<file path="src/rtl/la_capture_core.sv">
// la_capture_core
//   On-chip logic-analyzer capture engine. Samples a WIDTH-bit probe bus into
//   a DEPTH-entry circular buffer, triggers on a masked level/edge condition
//   and keeps a programmable number of pre-trigger samples. Once a capture is
//   complete, the buffer is read back in logical order (0 = oldest sample).
//
// Ports
//   gclk, gresetn      sample clock, asynchronous active-low reset
//   arm, abort         start capture (IDLE/DONE only); abort to IDLE (wins)
//   probe_i            signals under observation
//   trig_mask/value    masked compare for the trigger
//   trig_mode          00 level, 01 rising, 10 falling, 11 any masked change
//   pre_count          samples retained ahead of the trigger sample
//   busy/triggered/done capture status
//   rd_en, rd_addr     read request, logical index (pre_count = trigger)
//   rd_data, rd_valid  read result, one cycle after the request
module la_capture_core #(
  parameter int WIDTH = 8,
  parameter int DEPTH = 256,
  parameter int AW    = $clog2(DEPTH)
) (
  input  logic             gclk,
  input  logic             gresetn,
  input  logic             arm,
  input  logic             abort,
  input  logic [WIDTH-1:0] probe_i,
  input  logic [WIDTH-1:0] trig_mask,
  input  logic [WIDTH-1:0] trig_value,
  input  logic [1:0]       trig_mode,
  input  logic [AW-1:0]    pre_count,
  output logic             busy,
  output logic             triggered,
  output logic             done,
  input  logic             rd_en,
  input  logic [AW-1:0]    rd_addr,
  output logic [WIDTH-1:0] rd_data,
  output logic             rd_valid
);

  typedef enum logic [2:0] {
    S_IDLE,
    S_PRE,
    S_WAIT,
    S_POST,
    S_DONE
  } state_t;

  state_t           state;
  logic [WIDTH-1:0] mem [DEPTH];

  logic [AW-1:0]    wr_ptr;
  logic [AW-1:0]    cnt;
  logic [AW-1:0]    post_left;
  logic [AW-1:0]    trig_ptr;
  logic [AW-1:0]    pre_q;
  logic [WIDTH-1:0] mask_q;
  logic [WIDTH-1:0] value_q;
  logic [1:0]       mode_q;
  logic [WIDTH-1:0] prev_probe;
  logic             prev_match;
  logic             have_prev;   // a sample has been written since arm

  logic             writing;
  logic             match;
  logic             change;
  logic             hit;
  logic [AW-1:0]    post_init;
  logic [AW-1:0]    rd_phys;

  always_comb begin
    writing   = (state == S_PRE) || (state == S_WAIT) || (state == S_POST);
    match     = ((probe_i ^ value_q) & mask_q) == '0;
    change    = ((probe_i ^ prev_probe) & mask_q) != '0;
    post_init = AW'(DEPTH - 1) - pre_q;
    // Oldest retained sample sits pre_q entries behind the trigger sample.
    rd_phys   = trig_ptr - pre_q + rd_addr;
    hit       = 1'b0;
    case (mode_q)
      2'b00:   hit = match;
      2'b01:   hit = have_prev && match && !prev_match;
      2'b10:   hit = have_prev && !match && prev_match;
      default: hit = have_prev && change;
    endcase
  end

  // Buffer storage carries no reset; contents are only meaningful in DONE.
  always_ff @(posedge gclk) begin
    if (writing) mem[wr_ptr] <= probe_i;
  end

  always_ff @(posedge gclk or negedge gresetn) begin
    if (!gresetn) begin
      state      <= S_IDLE;
      wr_ptr     <= '0;
      cnt        <= '0;
      post_left  <= '0;
      trig_ptr   <= '0;
      pre_q      <= '0;
      mask_q     <= '0;
      value_q    <= '0;
      mode_q     <= '0;
      prev_probe <= '0;
      prev_match <= 1'b0;
      have_prev  <= 1'b0;
      busy       <= 1'b0;
      triggered  <= 1'b0;
      done       <= 1'b0;
      rd_data    <= '0;
      rd_valid   <= 1'b0;
    end else begin
      rd_valid <= 1'b0;
      if (state == S_DONE && rd_en) begin
        rd_data  <= mem[rd_phys];
        rd_valid <= 1'b1;
      end

      if (writing) begin
        wr_ptr     <= wr_ptr + AW'(1);
        prev_probe <= probe_i;
        prev_match <= match;
        have_prev  <= 1'b1;
      end

      if (abort) begin
        state     <= S_IDLE;
        busy      <= 1'b0;
        triggered <= 1'b0;
        done      <= 1'b0;
      end else begin
        case (state)
          S_IDLE, S_DONE: begin
            if (arm) begin
              mask_q    <= trig_mask;
              value_q   <= trig_value;
              mode_q    <= trig_mode;
              pre_q     <= pre_count;
              wr_ptr    <= '0;
              cnt       <= '0;
              have_prev <= 1'b0;
              triggered <= 1'b0;
              done      <= 1'b0;
              busy      <= 1'b1;
              state     <= (pre_count != '0) ? S_PRE : S_WAIT;
            end
          end
          S_PRE: begin
            cnt <= cnt + AW'(1);
            if (cnt + AW'(1) == pre_q) state <= S_WAIT;
          end
          S_WAIT: begin
            if (hit) begin
              trig_ptr  <= wr_ptr;
              triggered <= 1'b1;
              post_left <= post_init;
              if (post_init == '0) begin
                state <= S_DONE;
                done  <= 1'b1;
                busy  <= 1'b0;
              end else begin
                state <= S_POST;
              end
            end
          end
          S_POST: begin
            post_left <= post_left - AW'(1);
            if (post_left == AW'(1)) begin
              state <= S_DONE;
              done  <= 1'b1;
              busy  <= 1'b0;
            end
          end
          default: state <= S_IDLE;
        endcase
      end
    end
  end

endmodule

</file>
<file path="config.mk">
export PLATFORM = sky130hd
export DESIGN_NAME = la_capture_core
export DESIGN_NICKNAME = d
export VERILOG_FILES = /design/src/rtl/la_capture_core.sv
export SDC_FILE = /design/constraint.sdc
export NUM_CORES = 2
export LEC_CHECK = 0
export CORE_MARGIN = 2
export CORE_UTILIZATION = 33
export DETAILED_ROUTE_END_ITERATION = 10
export GPL_ROUTABILITY_DRIVEN = 1
export PLACE_DENSITY = 0.52
export SETUP_SLACK_MARGIN = 0.05
export SYNTH_ARGS = -nofsm -noshare
export SYNTH_HDL_FRONTEND = slang
export SYNTH_SLANG_ARGS = --single-unit
</file>
<file path="constraint.sdc">
create_clock -name gclk -period 5.1 [get_ports gclk]
set_input_delay 1.02 -clock gclk [delete_from_list [all_inputs] [get_ports gclk]]
set_output_delay 1.02 -clock gclk [all_outputs]
set_load 0.01 [all_outputs]
</file>
* After elaboration in Yosys (flattened, before gate mapping)
Memories as Yosys holds them, arrays and structs flattened. A register that Yosys moved wholly into a read port is not among the register bits.
Cells that the tools add are included.
** Storage, ports and cells
- Output and inout port bits :: 12
- Bits in writable memories :: 2048
- Logic and storage cells :: 111
- Memories :: 1
- Register bits :: 75
** Memories
- mem :: words 256, width 8, read ports 1, clocked after Yosys merged registers in 1, wr ports 1, line 49 : logic [WIDTH-1:0] mem [DEPTH];
** Operators by class
- Bitwise logic cells :: 5
- Reductions and logical operators :: 29
- Equality and inequality tests :: 15
- Add/sub/neg operators :: 6
- Muxes and demuxes :: 39
** Operators by type and width (number)
- 8-bit 2-to-1 mux :: 6
- 8-bit one-hot mux with 2 select lines :: 2
- 1-bit 2-to-1 mux :: 19
- 3-bit 2-to-1 mux :: 6
- 8-bit by 1-bit adder with 8-bit output (second input constant) :: 2
- 8-bit bitwise AND :: 2
- 8-bit zero test :: 2
- 8-bit nonzero test :: 2
- 8-bit XOR :: 2
- 3-bit AND reduction :: 5
- 3-bit one-hot mux with 4 select lines :: 1
- 3-bit by 2-bit != test with 1-bit output (second input constant) :: 3
- 1-bit one-hot mux with 3 select lines :: 3
- 8-bit adder :: 1
- 8-bit by 1-bit == test with 1-bit output (second input constant) :: 1
- 8-bit == test :: 1
- 8-bit by 1-bit subtractor with 8-bit output (second input constant) :: 1
- 8-bit subtractor :: 1
- 8-bit subtractor (first input constant) :: 1
- 3-bit by 2-bit == test with 1-bit output (second input constant) :: 2
- 1-bit logical AND :: 6
- 3-bit != test (second input constant) :: 2
- 5-bit AND reduction :: 1
- 2-bit != test (second input constant) :: 2
- other kinds (16) :: 20

* Depth between registers and ports, before layout
- Depth after elaboration :: 10
- Gate-level depth with buffers :: 17
- Gate-level depth less buffers :: 14

* Worst setup path before layout
OpenSTA, ideal clock, no wires.
- Path type :: input to register
- From :: input port rd_addr[1]
- To :: register rd_data[1], read port of mem
- Path slack :: 0.982 ns
- Library setup time :: 0.134 ns
- Path buffers :: 3
- Stages on the path :: 12
- Arrival time :: 3.984 ns
- Cells stage by stage :: inv_1 fa_1 fa_1 buf_2 buf_2 buf_1 mux4_2 mux4_2 nand2_1 o211ai_1 a32oi_1 o211ai_1
** On the way
- Longest elaborated chain between the ends :: 1
** Ends and longest elaborated chain
- start: declaration :: line 35 : input logic [AW-1:0] rd_addr,
- 8-bit adder :: line 76 : rd_phys = trig_ptr - pre_q + rd_addr;
- end: declaration :: line 36 : output logic [WIDTH-1:0] rd_data,
No other way between the ends.
A chain may end at the register's enable or synchronous reset.

* Worst setup path after layout
- From :: input port rd_addr[1]
- To :: register rd_data[2], read port of mem
Same word-level chain as after synthesis.

==> metrics.txt <==
Worst-Skew Late Latency=850 ps; Post-synth EDFFs=2048; clock buffer depth=3; top-count cell post-synth=edfxtp_1; Mapped Avg Cell Area=19.9 sq um; fin crit period=4840 ps; Relative slew margins=0.0289; initial DRC count=4453; CP max FO=28; Vias/cell=5.17; syn nets=4298; HPWL reported at the end of detailed placement=142 mm; fill cell count=22800; via count=42500; endpoints failing setup=0; Initial Util=0.332; critical path arrival=5560 ps; Tightest Hold Check Type=primary input to asynchronous set/reset pin; Sink Count=2131; I/O pins=59; initial antenna violation count=13; largest cells by area after synthesis=edfxtp_1 73%, mux4_2 14%, dfrtp_1 2.5%; final worst slack=257 ps; Final Hold Viols=0; Final #Nets=4721; ys flop type=edfxtp_1; CTS tree=built; Mapped Cells=4229; depth of the worst register-to-register path=15; area of the core=0.254 sq mm; layout cells sized above 1=0.266; library cells used by synthesis=63; total die area=0.259 sq mm; flop-to-flop setup slack=380 ps; Buffers on Ports=58; Final Max Tran Viols=0; Initial DRT Pass Iterations=6; # rows=185; Die Span X=509 microns; period utilization=0.950; largest net degree at the start of global routing=189; async set-reset flop share out of synthesis=0.0389; mapped cell area=0.0842 sq mm; Critical Path Sink Type=register; FF+latch count, synth=2131; synthesis warning total=0; Worst-path clk slew=60 ps; highest clock rate=207 MHz; MaxCap Viol Count=0; WL final=225 mm; Worst setup SP type=primary input; gr usage total=0.173; vias in the first global route=43500; Max H-tree Level=4; DR WL/cell=27.4 microns; top cells by instance count after synthesis=2048 x edfxtp_1, 509 x mux4_2, 323 x nor2_1; Slew @ Worst Pin=1460 ps; CP Data Required Time=5810 ps; drt drc=0; DIE HEIGHT=509 microns; area leader, netlist=edfxtp_1; P&R area growth vs syn=17.0%; clock buffer count from CTS=217; reg2reg end=rd_data[2]; CP Class=primary input to register; Clock Skews=29.5 ps; R2R Path Start=pre_q[0]; antenna viol nets, final=0; Seq/Total Area, Yosys=0.755; pre-CTS setup slack=-832 ps; CTS root buffer=clkbuf_16; gpl congestion=0.814; status=finished, final reports clean; gr ovfl total=0; RSZ-0062 raised after global routing=false; first-pass GRT wire length=322 mm; top cell type's share of synthesized area=0.730
==> cell type report <==
cell class,instances,area (sq um),area share
inverters,37,139,0.00141
diodes,5,12.5,0.000127
well taps,3366,4210,0.0427
flip-flops and latches,2131,63600,0.645
clock inverters,133,1260,0.0128
repair buffers,448,4200,0.0426
multi-input cells,1817,19500,0.197
clock buffers,275,5680,0.0576
==> what timing repair did <==
| action | 4_1_cts | 5_1_grt |
|---|---|---|
| hold buffers | 0 | 0 |
| buffers inserted | 0 | 0 |
| endpoints found under the setup margin | 0 | 1 |
| gates resized for setup | 0 | 1 |
==> routing by layer <==
layer | up-vias | part of all wire | GRT usage
li1 | 18100 | - | -
met1 | 22700 | 0.43 | 0.239
met2 | 1352 | 0.47 | 0.273
met3 | 293 | 0.073 | 0.0399
met4 | 2 | 0.028 | 0.0510
met5 | - | 0.000036 | 0
==> critical path: stages <==
cell and delay, ps:
clkdlybuf4s50_1 470, inv_1 70, fa_1 540, fa_4 870
buf_12 160, buf_12 200, buf_4 190, mux4_2 320
and3_1 210, a211oi_1 450, o211ai_1 140, a32oi_1 600
buf_4 220, o211ai_1 80
==> cells by family after synthesis <==
kind of cell / Yosys count / share of synthesized area
flops: 2131 / 0.755
simple gates: 772 / 0.0380
mux: 682 / 0.157
compound gates: 302 / 0.0257
buf+inv: 281 / 0.0157
xor+xnor: 39 / 0.00423
fa+ha+maj: 22 / 0.00389
==> registers in the layout, indices dropped and copies added, names as in the netlist, 3 cells and up <==
signal,flops
value_q,8
mem,2048
mask_q,8
post_left,8
state,3
pre_q,8
wr_ptr,8
cnt,8
prev_probe,8
trig_ptr,8
rd_data,8
==> placed cells by master (no fill, tap or decap), drive strengths merged, types with 11 or more instances in the layout <==
cell | synthesis | layout
and3 | 26 | 26
dfrtp | 83 | 83
clkbuf | 109 | 275
mux2i | 123 | 123
nand3 | 61 | 61
o211ai | 39 | 39
mux4 | 509 | 509
a221o | 12 | 12
a21oi | 47 | 47
inv | 37 | 45
nor4 | 11 | 11
a22oi | 47 | 47
edfxtp | 2048 | 2048
ha | 15 | 15
buf | 135 | 399
o21ai | 48 | 48
xnor2 | 11 | 11
bufinv | 0 | 16
clkdlybuf4s50 | 0 | 49
mux2 | 50 | 50
clkinv | 0 | 102
xor2 | 28 | 28
a311oi | 17 | 17
nand2 | 295 | 295
a32oi | 22 | 22
nor3 | 13 | 13
nor2 | 324 | 324
==> per-stage QoR <==
step | instance area (sq um) | instances | utilization | hold slack [ps] | setup TNS, ps
2_1_floorplan | 84200 | 4229 | - | 465 | 0
5_1_grt | 98500 | 8208 | 0.388 | 260 | 0
3_3_place_gp | 91600 | 7799 | 0.361 | 478 | -3440
4_1_cts | 98500 | 8207 | 0.388 | 219 | 0
6_report | 98500 | 8212 | 0.388 | 247 | 0
3_5_place_dp | 91600 | 7799 | 0.361 | 482 | -3710
==> worst max path at each step <==
| stage | end | cells past startpoint | start |
|---|---|---|---|
| after floorplan | rd_data[1] | 12 | rd_addr[1] |
| after global placement | rd_data[3] | 14 | rd_addr[1] |
| after detailed placement | rd_data[3] | 14 | rd_addr[1] |
| after CTS | rd_data[3] | 14 | rd_addr[1] |
| after global routing | rd_data[2] | 14 | rd_addr[1] |
| final | rd_data[2] | 14 | rd_addr[1] |
Power is left out: the tool's default activity adds up to more than one toggle a clock period on the data nets, which glitch-free logic cannot reach.
